## config.mk

```make
export PLATFORM = sky130hd
export DESIGN_NAME = sprite_readback_flat
export DESIGN_NICKNAME = d
export VERILOG_FILES = /design/src/rtl/sprite_readback_if.sv /design/src/rtl/sprite_readback.sv /design/src/flat_wrapper.sv
export SDC_FILE = /design/constraint.sdc
export NUM_CORES = 1
export LEC_CHECK = 0
export BUFFER_PORTS_ARGS = -buffer_cell sky130_fd_sc_hd__buf_2
export CORE_ASPECT_RATIO = 1.5
export CORE_MARGIN = 4
export CORE_UTILIZATION = 60
export CTS_CLUSTER_DIAMETER = 40
export CTS_CLUSTER_SIZE = 10
export DETAILED_ROUTE_END_ITERATION = 16
export PLACE_DENSITY = 0.81
export SLEW_MARGIN = 10
export SYNTH_ARGS = -nofsm -noshare
export SYNTH_HDL_FRONTEND = slang
export SYNTH_SLANG_ARGS = --single-unit
```

## constraint.sdc

```tcl
create_clock -name clock_in -period 5.8 [get_ports clock_in]
set_input_delay 0.29 -clock clock_in [delete_from_list [all_inputs] [get_ports clock_in]]
set_output_delay 0.29 -clock clock_in [all_outputs]
set_load 0.02 [all_outputs]
```

## src/rtl/sprite_readback_if.sv

```systemverilog
// Bus bundle for sprite_readback: command inputs, frame-buffer read port,
// packed byte stream and status. The slave modport is the readback engine.
interface sprite_readback_if #(
    parameter int ADDRESS_WIDTH = 18
);
    logic                     start_in;
    logic [9:0]               x_position_in;
    logic [9:0]               y_position_in;
    logic [9:0]               width_in;
    logic [9:0]               height_in;
    logic [4:0]               total_colors_in;
    logic [3:0]               color_palette_offset_in;

    logic                     pixel_read_enable_out;
    logic [ADDRESS_WIDTH-1:0] pixel_read_address_out;
    logic [3:0]               pixel_read_data_in;

    logic                     data_valid_out;
    logic [7:0]               data_out;
    logic                     data_ready_in;

    logic                     busy_out;
    logic                     done_out;

    modport slave (
        input  start_in, x_position_in, y_position_in, width_in, height_in,
               total_colors_in, color_palette_offset_in,
               pixel_read_data_in, data_ready_in,
        output pixel_read_enable_out, pixel_read_address_out,
               data_valid_out, data_out, busy_out, done_out
    );

    modport master (
        output start_in, x_position_in, y_position_in, width_in, height_in,
               total_colors_in, color_palette_offset_in,
               pixel_read_data_in, data_ready_in,
        input  pixel_read_enable_out, pixel_read_address_out,
               data_valid_out, data_out, busy_out, done_out
    );
endinterface

```

## src/rtl/sprite_readback.sv

```systemverilog
// Reads a rectangle of the 4bpp frame buffer in raster order and streams it
// out as bytes in the sprite draw path's packed 2/4/16-colour format.
module sprite_readback #(
    parameter int FRAME_WIDTH   = 640,
    parameter int ADDRESS_WIDTH = 18
) (
    input  logic              clock_in,
    input  logic              reset_n_in,
    sprite_readback_if.slave  bus
);

    typedef enum logic [2:0] {IDLE, READ, CAPTURE, OUTPUT, DONE} state_t;

    state_t     state;
    logic [9:0] x_first;
    logic [10:0] x_last;
    logic [10:0] y_last;
    logic [9:0] pen_x;
    logic [9:0] pen_y;
    logic [2:0] bits_per_pixel;
    logic [3:0] palette_offset;
    logic [7:0] pack;
    logic [2:0] pixel_count;
    logic       last_byte;

    logic [2:0] start_bits;
    logic [3:0] field;
    logic [3:0] bits_used;
    logic [2:0] field_shift;
    logic [7:0] pack_next;
    logic       byte_full;
    logic       at_row_end;
    logic       last_pixel;
    logic [9:0] next_x;
    logic [9:0] next_y;

    // 0 marks an illegal colour mode
    function automatic logic [2:0] colors_to_bits(input logic [4:0] colors);
        case (colors)
            5'd2:    return 3'd1;
            5'd4:    return 3'd2;
            5'd16:   return 3'd4;
            default: return 3'd0;
        endcase
    endfunction

    // Transparent pixel 0 always maps to field 0; others lose the offset.
    function automatic logic [3:0] pixel_to_field(input logic [3:0] pixel,
                                                  input logic [3:0] offset,
                                                  input logic [2:0] bits);
        logic [3:0] mask;
        mask = (bits == 3'd1) ? 4'h1 : (bits == 3'd2) ? 4'h3 : 4'hF;
        return (pixel == 4'd0) ? 4'd0 : ((pixel - offset) & mask);
    endfunction

    function automatic logic [ADDRESS_WIDTH-1:0] pixel_address(input logic [9:0] px,
                                                               input logic [9:0] py);
        return ADDRESS_WIDTH'(32'(px) + 32'(py) * 32'(FRAME_WIDTH));
    endfunction

    always_comb begin
        start_bits  = colors_to_bits(bus.total_colors_in);
        field       = pixel_to_field(bus.pixel_read_data_in, palette_offset, bits_per_pixel);
        bits_used   = 4'(bits_per_pixel) * (4'(pixel_count) + 4'd1);
        field_shift = 3'(4'd8 - bits_used);
        pack_next   = pack | (8'(field) << field_shift);
        byte_full   = (bits_used == 4'd8);
        at_row_end  = ({1'b0, pen_x} >= x_last);
        last_pixel  = at_row_end && ({1'b0, pen_y} >= y_last);
        next_x      = at_row_end ? x_first : pen_x + 10'd1;
        next_y      = at_row_end ? pen_y + 10'd1 : pen_y;
    end

    always_ff @(posedge clock_in) begin
        if (!reset_n_in) begin
            state                      <= IDLE;
            x_first                    <= '0;
            x_last                     <= '0;
            y_last                     <= '0;
            pen_x                      <= '0;
            pen_y                      <= '0;
            bits_per_pixel             <= '0;
            palette_offset             <= '0;
            pack                       <= '0;
            pixel_count                <= '0;
            last_byte                  <= 1'b0;
            bus.pixel_read_enable_out  <= 1'b0;
            bus.pixel_read_address_out <= '0;
            bus.data_valid_out         <= 1'b0;
            bus.data_out               <= '0;
            bus.busy_out               <= 1'b0;
            bus.done_out               <= 1'b0;
        end else begin
            case (state)
                IDLE: begin
                    bus.done_out <= 1'b0;
                    if (bus.start_in && start_bits != 3'd0) begin
                        x_first        <= bus.x_position_in;
                        x_last         <= {1'b0, bus.x_position_in} + {1'b0, bus.width_in} - 11'd1;
                        y_last         <= {1'b0, bus.y_position_in} + {1'b0, bus.height_in} - 11'd1;
                        bits_per_pixel <= start_bits;
                        palette_offset <= bus.color_palette_offset_in;
                        pen_x          <= bus.x_position_in;
                        pen_y          <= bus.y_position_in;
                        pack           <= '0;
                        pixel_count    <= '0;
                        if (bus.width_in == 10'd0 || bus.height_in == 10'd0) begin
                            bus.done_out <= 1'b1;
                            state        <= DONE;
                        end else begin
                            bus.pixel_read_address_out <= pixel_address(bus.x_position_in,
                                                                        bus.y_position_in);
                            bus.pixel_read_enable_out  <= 1'b1;
                            bus.busy_out               <= 1'b1;
                            state                      <= READ;
                        end
                    end
                end

                READ: begin
                    bus.pixel_read_enable_out <= 1'b0;
                    state                     <= CAPTURE;
                end

                // Read data is valid here, one cycle after the strobe
                CAPTURE: begin
                    pen_x                      <= next_x;
                    pen_y                      <= next_y;
                    bus.pixel_read_address_out <= pixel_address(next_x, next_y);
                    if (byte_full || last_pixel) begin
                        bus.data_out       <= pack_next;
                        bus.data_valid_out <= 1'b1;
                        pack               <= '0;
                        pixel_count        <= '0;
                        last_byte          <= last_pixel;
                        state              <= OUTPUT;
                    end else begin
                        pack                      <= pack_next;
                        pixel_count               <= pixel_count + 3'd1;
                        bus.pixel_read_enable_out <= 1'b1;
                        state                     <= READ;
                    end
                end

                OUTPUT: begin
                    if (bus.data_ready_in) begin
                        bus.data_valid_out <= 1'b0;
                        if (last_byte) begin
                            bus.busy_out <= 1'b0;
                            bus.done_out <= 1'b1;
                            state        <= DONE;
                        end else begin
                            bus.pixel_read_enable_out <= 1'b1;
                            state                     <= READ;
                        end
                    end
                end

                DONE: begin
                    bus.done_out <= 1'b0;
                    state        <= IDLE;
                end

                default: state <= IDLE;
            endcase
        end
    end

endmodule

```

## src/flat_wrapper.sv

```systemverilog
// flat-port wrapper written by rule: the top's interface ports become plain ports
module sprite_readback_flat 
#(
    parameter int FRAME_WIDTH   = 640,
    parameter int ADDRESS_WIDTH = 18
)
  (clock_in, reset_n_in, bus_start_in, bus_x_position_in, bus_y_position_in, bus_width_in, bus_height_in, bus_total_colors_in, bus_color_palette_offset_in, bus_pixel_read_data_in, bus_data_ready_in, bus_pixel_read_enable_out, bus_pixel_read_address_out, bus_data_valid_out, bus_data_out, bus_busy_out, bus_done_out);
  sprite_readback_if #(.ADDRESS_WIDTH(ADDRESS_WIDTH)) bus_i ();
  input  logic clock_in;
  input  logic reset_n_in;
  input wire logic [$bits(bus_i.start_in)-1:0] bus_start_in;
  input wire logic [$bits(bus_i.x_position_in)-1:0] bus_x_position_in;
  input wire logic [$bits(bus_i.y_position_in)-1:0] bus_y_position_in;
  input wire logic [$bits(bus_i.width_in)-1:0] bus_width_in;
  input wire logic [$bits(bus_i.height_in)-1:0] bus_height_in;
  input wire logic [$bits(bus_i.total_colors_in)-1:0] bus_total_colors_in;
  input wire logic [$bits(bus_i.color_palette_offset_in)-1:0] bus_color_palette_offset_in;
  input wire logic [$bits(bus_i.pixel_read_data_in)-1:0] bus_pixel_read_data_in;
  input wire logic [$bits(bus_i.data_ready_in)-1:0] bus_data_ready_in;
  output wire logic [$bits(bus_i.pixel_read_enable_out)-1:0] bus_pixel_read_enable_out;
  output wire logic [$bits(bus_i.pixel_read_address_out)-1:0] bus_pixel_read_address_out;
  output wire logic [$bits(bus_i.data_valid_out)-1:0] bus_data_valid_out;
  output wire logic [$bits(bus_i.data_out)-1:0] bus_data_out;
  output wire logic [$bits(bus_i.busy_out)-1:0] bus_busy_out;
  output wire logic [$bits(bus_i.done_out)-1:0] bus_done_out;
  assign bus_i.start_in = bus_start_in;
  assign bus_i.x_position_in = bus_x_position_in;
  assign bus_i.y_position_in = bus_y_position_in;
  assign bus_i.width_in = bus_width_in;
  assign bus_i.height_in = bus_height_in;
  assign bus_i.total_colors_in = bus_total_colors_in;
  assign bus_i.color_palette_offset_in = bus_color_palette_offset_in;
  assign bus_i.pixel_read_data_in = bus_pixel_read_data_in;
  assign bus_i.data_ready_in = bus_data_ready_in;
  assign bus_pixel_read_enable_out = bus_i.pixel_read_enable_out;
  assign bus_pixel_read_address_out = bus_i.pixel_read_address_out;
  assign bus_data_valid_out = bus_i.data_valid_out;
  assign bus_data_out = bus_i.data_out;
  assign bus_busy_out = bus_i.busy_out;
  assign bus_done_out = bus_i.done_out;
  sprite_readback #(.FRAME_WIDTH(FRAME_WIDTH), .ADDRESS_WIDTH(ADDRESS_WIDTH)) u_core (.clock_in(clock_in), .reset_n_in(reset_n_in), .bus(bus_i));
endmodule
```

Yosys cells after proc, flatten, opt, wreduce, memory -nomap -nowiden
Index checks and enable logic that the tools add are counted.

operators by class
  add/sub/neg operators = 12
  multipliers = 3
  div/mod/pow operators = 0
  $lt $le $gt $ge = 2
  equality and inequality tests = 17
  shift-type cells = 1
  muxes and demuxes = 42
  bitwise operators = 2
  reduce and logical (&&, ||, !) cells = 23

operators with widths
  cell                                                  count
  two-way mux 10 bit                                    4
  one-hot mux 10 bit (2 select lines)                   2
  adder 10 x 18 -> 18 bit                               2
  two-way mux 18 bit                                    2
  one-hot mux 18 bit (2 select lines)                   1
  adder 10 x 10 -> 11 bit                               2
  >= comparator 10 x 11 -> 1 bit                        2
  multiplier 10 x 3 -> 11 bit (second input constant)   2
  subtractor 11 x 1 -> 11 bit (second input constant)   2
  adder 10 x 1 -> 10 bit (second input constant)        2
  zero test 10 bit                                      2
  two-way mux 3 bit                                     6
  two-way mux 8 bit                                     2
  one-hot mux 8 bit (2 select lines)                    1
  two-way mux 1 bit                                     13
  two-way mux 4 bit                                     3
  one-hot mux 3 bit (4 select lines)                    1
  equality test 3 x 2 -> 1 bit (second input constant)  3
  one-hot mux 3 bit (3 select lines)                    1
  AND reduction 3 bit                                   3
  inequality test 2 bit (second input constant)         4
  OR 8 bit                                              1
  AND reduction 2 bit                                   4
  left shift 4 x 3 -> 8 bit                             1
  27 further kinds                                      36

word-level totals
  bits in registers = 104
  latch bits = 0
  bits in writable memories = 0
  ROM bits = 0
  input bits = 57
  output and inout port bits = 30
  word-level logic and storage cells = 119
  memories = 0

Depth between registers and ports, before layout
Gate-level depths: netlist (run 1).

  word-level depth = 9
  depth in mapped cells = 20
  depth with buffers taken out = 19

Worst setup path after synthesis (run 1)
OpenSTA, ideal clock, no wires.

  path kind = register -> register
  start point = register u_core.pen_x[0]
  end point = register u_core.bus.pixel_read_address_out[17]
  setup time = 0.129 ns
  arrival = 4.188 ns
  slack = 1.484 ns
  cell stages (with the launch flop) = 21
  buffers on the path = 1
  clock period less this slack = 4.316 ns
  cells stage by stage = dfxtp_1 > inv_1 > ha_1 > nand2b_1 > a31oi_1 > o21ai_1 > a21oi_2 > buf_2 > mux2i_1 > inv_1 > xnor2_1 > ha_1 > fa_1 > a211oi_1 > nor2_1 > xor2_1 > nand3b_1 > and3b_1 > xor3_1 > mux2i_1 > a31oi_1

between the ends
  word-level cells in the longest chain between the ends = 5

ends and longest elaborated chain
  item                                   RTL line                  text
  start, declared                        sprite_readback.sv:18     logic [9:0] pen_x;
  start signal, assigned                 sprite_readback.sv:103    pen_x <= bus.x_position_in;
  start signal, assigned                 sprite_readback.sv:127    pen_x <= next_x;
  >= comparator 10 x 11 -> 1 bit         sprite_readback.sv:68     at_row_end = ({1'b0, pen_x} >= x_last);
  two-way mux 10 bit                     sprite_readback.sv:71     next_y = at_row_end ? pen_y + 10'd1 : pen_y;
  multiplier 10 x 3 -> 11 bit            sprite_readback.sv:58     return ADDRESS_WIDTH'(32'(px) + 32'(py) * 32'(FRAME_WIDTH));
  adder 10 x 18 -> 18 bit *              sprite_readback.sv:58
  one-hot mux 18 bit (2 select lines) *  sprite_readback.sv:94     case (state)
  end signal, assigned                   sprite_readback.sv:111    bus.pixel_read_address_out <= pixel_address(bus.x_position_in,
  end signal, assigned                   sprite_readback.sv:129    bus.pixel_read_address_out <= pixel_address(next_x, next_y);
  end, declared                          sprite_readback_if.sv:29  output pixel_read_enable_out, pixel_read_address_out,

Mark *: on every way between the ends. The rest lies on a longest branch, timed or not.
A chain may end at the register's enable or synchronous reset.

Worst setup path in the final report (run 1)
Ends and elaborated chain as after synthesis.

==> impl_metrics.yaml, run 1 <==
status:
  run_status: "finished clean"
routing:
  post_drt_via_cell_ratio: 5.82
  drt_iter0_markers: 436
  drcViolationCount: 0
  wirelength_um: 19600
  drt-wirelength-per-cell_um: 15.3
  number_of_nets_with_antenna_violations_after_routing: 0
  firstDrtPassIters: 5
  routed-via-count: 7432
synthesis:
  post_synth_main_area_contributors: "sky130_fd_sc_hd__dfxtp_1, sky130_fd_sc_hd__ha_1, sky130_fd_sc_hd__inv_1, sky130_fd_sc_hd__nand2_1, sky130_fd_sc_hd__a21oi_1"
  synth.yosys.warnings: 0
  syn_inst: 1053
  dominantRegCellSynth: "sky130_fd_sc_hd__dfxtp_1"
  synth-seq-area-share_pct: 26.0
  syn-cell-area_mm2: 0.00801
  postSynthNetCount: 1215
  synth_top_area_share_pct: 26.0
  synth_cell_types: 77
  synth_seq_cells: 104
  synth_edf_count: 0
  yosysTopAreaCell: "sky130_fd_sc_hd__dfxtp_1"
  syn-mean-instance-area_um2: 7.60
  synth_async_sr_flop_share_pct: 0
power:
  irDropWorstVdd_uv: 146
  internal_power_w: 0.00138
  static-leakage-power_nw: 3.93
  power_density_mw_per_mm2: 238
  clock_power_share_pct: 32.7
  p_switching_w: 0.000724
  share_comb_of_total_power_pct: 30.9
  total_power_w: 0.00210
  switching_share_pct: 34.4
  seq_power_share_pct: 36.4
worst_setup_path:
  path_cells: "inv_1 -> ha_1 -> nand2b_1 -> a31oi_1 -> o21ai_1 -> a21oi_2 -> mux2i_1 -> inv_1 -> xnor2_1 -> ha_1 -> fa_1 -> a211oi_1 -> nor2_1 -> xor2_1 -> nand3b_1 -> and3b_1 -> xor3_1 -> mux2i_1 -> a31oi_1"
  endpoint_of_the_most_critical_register_to_register_path: "u_core.bus.pixel_read_address_out[17]$_SDFFE_PN0P_"
  critical-path-slowest-cell: "sky130_fd_sc_hd__mux2i_1"
  critical_path.max_fanout: 4
  r2r_setup_slack_ps: 1210
  critical-path-max-stage-delay_ps: 450
  critPathTopFamily: "compound AO/OA/AOI/OAI gates"
  r2r_cells: 19
  kind_of_start_point_of_the_critical_path: "register"
  regToRegStartpoint: "u_core.pen_x[0]$_SDFFE_PN0P_"
  crit_required_ps: 6010
  critPathBufInv: 2
  worstPathArrival_ps: 4800
  crit_path_end_kind: "register"
  path_class: "register to register"
die:
  die_area_mm2: 0.0153
  ios: 87
  die_height_um: 149
  dieWidth_um: 102
  floorplan.rows: 51
  initial_utilization_pct: 61.5
  fp.coreArea_mm2: 0.0130
finish:
  areaGrowthSynthToFinish_pct: 10.6
  drive_gt1_share_pct: 11.3
  design.final.nets: 1274
  post_layout_nonfiller_instances: 1276
  mostFrequentLayoutCell: "sky130_fd_sc_hd__inv_1"
  final_cell_mix: "sky130_fd_sc_hd__inv_1, sky130_fd_sc_hd__nand2_1, sky130_fd_sc_hd__dfxtp_1"
  antenna_cells_inserted: 0
  n_fill_cell: 1143
worst_hold_path:
  hold_path_depth: 3
  min_from: "bus_color_palette_offset_in[2]"
  terminating_pin_of_the_worst_hold_path: "u_core.palette_offset[2]$_SDFFE_PN0P_"
  hold_path.class: "primary input to register"
grt:
  grt_util_all_layers_pct: 26.7
  global_route_wire_length_before_repair_um: 33000
  pin_count_of_the_biggest_net_entering_global_routing: 64
  first_global_vias: 7237
  grt-ovfl-total: 0
  grt_antenna_before_repair: 0
clock_network:
  cts_buffer_depth: 2
  clock_tree.root_cell: "sky130_fd_sc_hd__clkbuf_16"
  clkLatencyLatePin_ps: 350
  hold_buffers: 0
  cts.repair.resized: 0
  htree_levels: 3
  clkSlewWorstSetupHoldPaths_ps: 80
  tritoncts: "built"
  post-cts-setup-buffer-count: 0
  cts.sinks: 104
  cts_inserted_buffers: 9
timing:
  min_period_ps: 4590
  pins_over_slew_limit: 0
  hold_violations_final: 0
  rsz_0062_raised_after_global_routing: "no"
  slew_headroom_pct: 45.3
  fmax_mhz: 218
  finalSetupTns_ps: 0
  setup_viol_count_final: 0
  layout_worst_path_cycle_share_pct: 79.2
  setup_ws_ps: 1210
  clock_skew_ps: 8.96
  actual_transition_at_the_worst_max_transition_pin_ps: 817
place:
  hpwl_um: 14900
  numPlacedInstances: 1260
  buffer_ports.inserted: 86
  dpl_worst_slack_ps: 1240
  gp_congestion: 0.916
job:
  drv_cap: 0
through the flow:
stage                     hold WS [ps]  cell area [µm²]  util, %
final                              164             8850     68.0
after global routing               178             8850     68.0
after CTS                          161             8850     68.0
after detailed placement           446             8520     65.4
after global placement             439             8520     65.4
after floorplan                    409             8010        -
cell type report:
type / count / area (µm²) / area share (%)
repair buffers: 94 / 490 / 5.54
well taps: 159 / 199 / 2.25
clock inverters: 7 / 113 / 1.27
flip-flops and latches: 104 / 2080 / 23.5
clock buffers: 9 / 225 / 2.54
inverters: 133 / 499 / 5.64
multi-input cells: 770 / 5250 / 59.2
power by group through the flow:
stage	combinational, W	sequential, W	clock [W]
floorplan	0.000469	0.000788	0
global placement	0.000630	0.000780	0
detailed placement	0.000643	0.000781	0
CTS	0.000650	0.000765	0.000693
global route	0.000728	0.000769	0.000722
finish	0.000651	0.000765	0.000688
kinds of logic (layout without fill, tap and decap cells):
kind of cell,after synthesis,in the layout,share of synthesized area [%]
AND/OR/NAND/NOR,361,361,21.1
AO/OA/AOI/OAI,228,228,18.1
buffers and inverters,179,243,8.75
adder cells (fa/ha/maj),105,105,17.2
flip-flops,104,104,26.0
XOR/XNOR,64,64,7.45
multiplexers,12,12,1.50
how the worst max path moves through the flow:
stage	start	slack, ps	depth (start not counted)	end
after CTS	u_core.pen_x[0]$_SDFFE_PN0P_	1190	19	u_core.bus.pixel_read_address_out[17]$_SDFFE_PN0P_
after global placement	u_core.pen_x[0]$_SDFFE_PN0P_	1410	19	u_core.bus.pixel_read_address_out[17]$_SDFFE_PN0P_
final	u_core.pen_x[0]$_SDFFE_PN0P_	1210	19	u_core.bus.pixel_read_address_out[17]$_SDFFE_PN0P_
after global routing	u_core.pen_x[0]$_SDFFE_PN0P_	880	19	u_core.bus.pixel_read_address_out[17]$_SDFFE_PN0P_
after floorplan	u_core.pen_x[0]$_SDFFE_PN0P_	1480	20	u_core.bus.pixel_read_address_out[17]$_SDFFE_PN0P_
after detailed placement	u_core.pen_x[0]$_SDFFE_PN0P_	1240	19	u_core.bus.pixel_read_address_out[17]$_SDFFE_PN0P_
Yosys cell counts (all sizes together) (2+ instances only):
master and n:
nand2b 4, o31a 3, a211oi 14, mux2i 12, nand2 124, nor2b 18
and4b 2, o211ai 9, a2111oi 2, nor3 37, o311ai 3, a21boi 4
nor4b 2, inv 133, o21ai 46, and3 4, o21a 9, nand4 8
and2 6, a21oi 82, a311oi 2, or3 8, a31oi 10, nor3b 2
nand4b 2, o21bai 2, xnor2 42, o41ai 2, nor2 99, clkbuf 32
nand3b 7, nor4 11, fa 8, a21o 12, a32oi 4, dfxtp 104
ha 97, and2b 2, xor2 20, o22ai 2, a222oi 3, buf 13
a22oi 3, a221oi 4, nand3 22
flip-flops by register name, indices dropped and copies added (netlist names):
name / cells
u_core.bus.pixel_read_address_out: 18
u_core.x_last: 11
u_core.y_last: 11
u_core.pen_x: 10
u_core.pen_y: 10
u_core.x_first: 10
u_core.bus.data_out: 8
u_core.pack: 8
u_core.palette_offset: 4
u_core.bits_per_pixel: 3
u_core.pixel_count: 3
u_core.state: 3
u_core.bus.busy_out: 1
u_core.bus.data_valid_out: 1
u_core.bus.done_out: 1
u_core.bus.pixel_read_enable_out: 1
u_core.last_byte: 1
worst reg2reg max path, delay by kind of cell, from the launching register on:
family,cells,cell delay (ps)
AOI/OAI and AO/OA,5,1010
and+or+nand+nor,4,650
xor gates and xnor gates,3,660
buffers and inverters,2,210
adders and majority gates,3,920
muxes,2,600
DFF,1,380
routing by layer:
metal / up-vias / global-route usage, % / wire, µm / share of wire (%)
li1: 3718 / - / - / -
met1: 3410 / 32.9 / 7900 / 40
met2: 252 / 45.7 / 9700 / 50
met3: 52 / 2.85 / 1180 / 6.0
met4: 0 / 13.2 / 804 / 4.1
met5: - / 0 / 0 / 0
Note: power is estimated with default switching activity, not from simulation.
==> run 2, diff against run 1 <==
CORE_UTILIZATION = 54   (was 60)
PLACE_DENSITY = 0.77   (was 0.81)
clock period = 4.2 ns   (was 5.8 ns; I/O delays follow)
==> impl_metrics.yaml, run 2 (synthesis results as in run 1) <==
finish:
  areaGrowthSynthToFinish_pct: 13.8
  largest_register_ffs: 18
  design.final.nets: 1291
  post-route-cell-area_mm2: 0.00911
  reg.largest.list: "u_core.bus.pixel_read_address_out x18, u_core.x_last x11, u_core.y_last x11"
  antenna_cells_inserted: 0
  mostFrequentLayoutCell: "sky130_fd_sc_hd__inv_1"
  largest-register: "u_core.bus.pixel_read_address_out"
  drive_gt1_share_pct: 14.4
  final_cell_mix: "sky130_fd_sc_hd__inv_1, sky130_fd_sc_hd__nand2_1, sky130_fd_sc_hd__dfxtp_1"
clock_network:
  cts.sinks: 104
  tritoncts: "built"
  cts_buffer_depth: 2
  cts_inserted_buffers: 9
  htree_levels: 3
  hold_buffers: 0
  clock_tree.root_cell: "sky130_fd_sc_hd__clkbuf_16"
  clkLatencyLatePin_ps: 350
  clkSlewWorstSetupHoldPaths_ps: 70
power:
  internal_power_w: 0.00187
  p_switching_w: 0.000992
  irDropWorstVdd_uv: 204
  clock_power_share_pct: 29.8
  switching_share_pct: 34.6
  share_comb_of_total_power_pct: 33.3
  static-leakage-power_nw: 4.01
  seq_power_share_pct: 36.9
  power_density_mw_per_mm2: 314
  total_power_w: 0.00286
place:
  placement.cell_area_mm2: 0.00865
  hpwl_um: 15300
  buffer_ports.inserted: 86
  gp_congestion: 0.954
  dpl_worst_slack_ps: -77.8
routing:
  post_drt_via_cell_ratio: 5.64
  drt-wirelength-per-cell_um: 15.5
  firstDrtPassIters: 5
  routed-via-count: 7501
  drcViolationCount: 0
  number_of_nets_with_antenna_violations_after_routing: 0
  drt_iter0_markers: 519
  wirelength_um: 20600
grt:
  global_route_wire_length_before_repair_um: 33400
  first_global_vias: 7108
  grt_util_all_layers_pct: 24.4
  grt_antenna_before_repair: 0
  grt-ovfl-total: 0
  pin_count_of_the_biggest_net_entering_global_routing: 58
worst_setup_path:
  crit_path_end_kind: "register"
  path_class: "register to register"
  critical_path.max_fanout: 6
  r2r_setup_slack_ps: 180
  kind_of_start_point_of_the_critical_path: "register"
  worstPathArrival_ps: 4210
  crit_required_ps: 4390
timing:
  setup_viol_count_final: 0
  slew_headroom_pct: 29.8
  layout_worst_path_cycle_share_pct: 95.8
  setup_ws_ps: 175
  clock_skew_ps: 6.70
  min_period_ps: 4020
  worst_hold_margin_ps: 85.0
  pins_over_slew_limit: 0
  fmax_mhz: 248
  hold_violations_final: 0
  actual_transition_at_the_worst_max_transition_pin_ps: 1050
  finalSetupTns_ps: 0
job:
  drv_cap: 0
die:
  die_area_mm2: 0.0169
  dieWidth_um: 107
  die_height_um: 157
  initial_utilization_pct: 55.1
  floorplan.rows: 54
  fp.coreArea_mm2: 0.0145
  ios: 87
status:
  run_status: "finished clean"
worst_hold_path:
  hold_path.class: "primary input to register"
==> run 2: area by class of cell <==
cell class	instances	area, µm²
Sequential cell	104	2080
Clock buffer	10	229
Tap cell	196	245
Inverter	133	499
Multi-Input combinational cell	770	5360
Fill cell	1319	5420
Timing Repair Buffer	111	622
Clock inverter	6	66.3
==> run 2: final timing paths <==
check                                 start                                            endpoint  cells after the start
max            u_core.pen_x[0]$_SDFFE_PN0P_  u_core.bus.pixel_read_address_out[17]$_SDFFE_PN0P_                     19
min          bus_color_palette_offset_in[2]               u_core.palette_offset[2]$_SDFFE_PN0P_                      3
max reg2reg    u_core.pen_x[0]$_SDFFE_PN0P_  u_core.bus.pixel_read_address_out[17]$_SDFFE_PN0P_                     19
min reg2reg   u_core.y_last[8]$_SDFFE_PN0P_                       u_core.y_last[8]$_SDFFE_PN0P_                      2
==> run 2: per-stage QoR <==
step | util, % | std cells
after floorplan | - | 1053
after global placement | 59.5 | 1308
after detailed placement | 59.5 | 1308
after CTS | 61.8 | 1326
after global routing | 62.7 | 1330
final | 62.7 | 1330
==> run 2: power by group through the flow <==
stage	registers, W	logic (W)	clock network (W)
2_1_floorplan	0.00109	0.000653	0
3_3_place_gp	0.00108	0.000883	0
3_5_place_dp	0.00108	0.000896	0
4_1_cts	0.00106	0.000922	0.000859
5_1_grt	0.00106	0.00106	0.000894
6_report	0.00106	0.000953	0.000852
==> run 2: critical path: stages (launching register included) <==
cell and delay [ps]:
sky130_fd_sc_hd__dfxtp_2 330, sky130_fd_sc_hd__inv_1 50, sky130_fd_sc_hd__ha_1 270, sky130_fd_sc_hd__nand2b_1 150, sky130_fd_sc_hd__a31oi_2 200, sky130_fd_sc_hd__o21ai_2 100
sky130_fd_sc_hd__a21oi_4 240, sky130_fd_sc_hd__mux2i_2 270, sky130_fd_sc_hd__inv_1 90, sky130_fd_sc_hd__xnor2_1 140, sky130_fd_sc_hd__ha_2 190, sky130_fd_sc_hd__fa_2 440
sky130_fd_sc_hd__a211oi_4 250, sky130_fd_sc_hd__o21bai_1 120, sky130_fd_sc_hd__a21oi_2 140, sky130_fd_sc_hd__xnor2_1 180, sky130_fd_sc_hd__and3b_1 210, sky130_fd_sc_hd__xor3_1 230
sky130_fd_sc_hd__mux2i_1 160, sky130_fd_sc_hd__a31oi_1 90
==> run 2: what timing repair did <==
action	CTS	global route
setup buffers	2	4
pin swaps	1	11
endpoints found under the setup margin	2	3
resized for setup	4	21
==> run 2: metal layers <==
layer  track usage [%]  up-vias  part of all wire (%)
met5                 0        -                     0
met4              11.7        0                   4.1
met3              3.08       62                   4.9
met2              42.9      234                    50
met1              29.4     3460                    41
li1                  -     3745                     -
==> run 3, diff against run 2 <==
CTS_CLUSTER_SIZE = not set   (was 10)
GPL_TIMING_DRIVEN = 0   (was not set)
==> impl_metrics.yaml, run 3 (synthesis results as in run 1) <==
die:
  die_height_um: 157
  ios: 87
  initial_utilization_pct: 55.1
  dieWidth_um: 107
  fp.coreArea_mm2: 0.0145
  floorplan.rows: 54
  die_area_mm2: 0.0169
finish:
  layout.area.seq_mm2: 0.00210
  n_fill_cell: 1279
  drive_gt1_share_pct: 15.2
  reg.largest.list: "u_core.bus.pixel_read_address_out x18, u_core.x_last x11, u_core.y_last x11"
  largest-register: "u_core.bus.pixel_read_address_out"
  largest_register_ffs: 18
  final_cell_mix: "sky130_fd_sc_hd__inv_1, sky130_fd_sc_hd__nand2_1, sky130_fd_sc_hd__nor2_1, sky130_fd_sc_hd__dfxtp_1, sky130_fd_sc_hd__buf_2"
  post-route-cell-area_mm2: 0.00940
  mostFrequentLayoutCell: "sky130_fd_sc_hd__inv_1"
  areaGrowthSynthToFinish_pct: 17.4
  antenna_cells_inserted: 0
  design.final.nets: 1327
  multiInputGateArea_mm2: 0.00541
timing:
  setup_ws_ps: 83.3
  clock_skew_ps: 6.46
  setup_viol_count_final: 0
  min_period_ps: 4120
  slew_headroom_pct: 43.3
  rsz_0062_raised_after_global_routing: "yes"
  pins_over_slew_limit: 0
  actual_transition_at_the_worst_max_transition_pin_ps: 851
  finalSetupTns_ps: 0
  fmax_mhz: 243
  layout_worst_path_cycle_share_pct: 98.0
  hold_violations_final: 0
power:
  irDropWorstVdd_uv: 252
  power_density_mw_per_mm2: 342
  static-leakage-power_nw: 4.12
  total_power_w: 0.00322
clock_network:
  cts.sinks: 104
  cts_inserted_buffers: 9
  clock_tree.root_cell: "sky130_fd_sc_hd__clkbuf_16"
  clkLatencyLatePin_ps: 350
  tritoncts: "built"
  cts_buffer_depth: 2
  clkSlewWorstSetupHoldPaths_ps: 70
  htree_levels: 3
routing:
  routed-via-count: 7912
  drcViolationCount: 0
  wirelength_um: 23700
  number_of_nets_with_antenna_violations_after_routing: 0
  firstDrtPassIters: 7
  drt_iter0_markers: 752
  post_drt_via_cell_ratio: 5.79
  drt-wirelength-per-cell_um: 17.4
place:
  dpl_worst_slack_ps: -725
  buffer_ports.inserted: 85
  gp_congestion: 0.951
  placement.cell_area_mm2: 0.00868
  hpwl_um: 17900
grt:
  m3_gr_usage_pct: 4.39
  grt-ovfl-total: 0
  pin_count_of_the_biggest_net_entering_global_routing: 18
  gr-usage-met2_pct: 48.7
  grt_antenna_before_repair: 0
  first_global_vias: 7595
  grt_util_all_layers_pct: 27.9
  globalRoute.busiestLayer: "met2"
  global_route_wire_length_before_repair_um: 37000
  grt.met1_usage_pct: 31.1
job:
  drv_cap: 0
worst_hold_path:
  hold_path.class: "primary input to register"
worst_setup_path:
  crit_required_ps: 4420
  critical_path.max_fanout: 8
  worstPathArrival_ps: 4330
  kind_of_start_point_of_the_critical_path: "register"
  path_class: "register to register"
  crit_path_end_kind: "register"
status:
  run_status: "finished clean"
[run 3: changes by cell type in the layout (fill, tap and decap cells not counted), sizes merged]
| cell | previous run | this run |
|---|---|---|
| buf | 111 | 114 |
| dlygate4sd1 | 0 | 1 |
| bufinv | 1 | 4 |
| clkbuf | 10 | 42 |
| clkinv | 3 | 0 |
[run 3: critical path, cell delays in order (launching register included)]
cell	delay (ps)
sky130_fd_sc_hd__dfxtp_4	370
sky130_fd_sc_hd__ha_4	250
sky130_fd_sc_hd__a21o_1	180
sky130_fd_sc_hd__a31oi_4	150
sky130_fd_sc_hd__o21ai_2	90
sky130_fd_sc_hd__a21oi_4	180
sky130_fd_sc_hd__buf_6	150
sky130_fd_sc_hd__buf_8	120
sky130_fd_sc_hd__buf_4	110
sky130_fd_sc_hd__nor2_1	50
sky130_fd_sc_hd__a21oi_2	170
sky130_fd_sc_hd__ha_2	240
sky130_fd_sc_hd__inv_1	60
sky130_fd_sc_hd__fa_1	400
sky130_fd_sc_hd__nor2b_1	200
sky130_fd_sc_hd__o2111ai_1	180
sky130_fd_sc_hd__nand3b_1	230
sky130_fd_sc_hd__and3b_1	260
sky130_fd_sc_hd__xor3_1	230
sky130_fd_sc_hd__mux2i_1	230
sky130_fd_sc_hd__a31oi_1	100
[run 3: final timing paths]
path,slack [ps],end,startpoint,depth (start not counted)
min reg2reg,450,u_core.y_last[8]$_SDFFE_PN0P_,u_core.y_last[8]$_SDFFE_PN0P_,2
max reg2reg,80,u_core.bus.pixel_read_address_out[17]$_SDFFE_PN0P_,u_core.pen_x[2]$_SDFFE_PN0P_,20
min,100,u_core.palette_offset[2]$_SDFFE_PN0P_,bus_color_palette_offset_in[2],3
max,80,u_core.bus.pixel_read_address_out[17]$_SDFFE_PN0P_,u_core.pen_x[2]$_SDFFE_PN0P_,20
[run 3: final cells by class]
cell class	count	share of cell area (%)
Multi-Input combinational cell	770	57.6
Sequential cell	104	22.3
Timing Repair Buffer	101	5.84
Inverter	133	5.31
Tap cell	196	2.61
Clock buffer	10	2.54
Buffer	46	2.36
Clock inverter	6	1.46
[run 3: stage by stage]
stage               instances  utilization [%]  hold slack, ps
floorplan                1053                -             329
global placement         1334             59.8             439
detailed placement       1334             59.8             443
CTS                      1359             63.4            96.4
global route             1366             64.7            96.9
finish                   1366             64.7            96.2
[run 3: report_power, final]
group	total (W)	internal (W)	switching (W)
Clock	0.00105	0.000664	0.000391
Sequential	0.00106	0.00102	0.0000326
Combinational	0.00111	0.000464	0.000644
Total	0.00322	0.00215	0.00107
[run 3: per-layer routing]
metal / vias up / wire [µm]
met5: - / 0
met4: 0 / 1700
met3: 113 / 1670
met2: 341 / 11500
met1: 3630 / 8810
li1: 3828 / -
[run 3: repair_timing]
action / CTS / global route
buffers inserted: 9 / 7
endpoints found under the setup margin: 4 / 3
pin swaps: 5 / 10
resized for setup: 20 / 29
hold buffers: 0 / 0
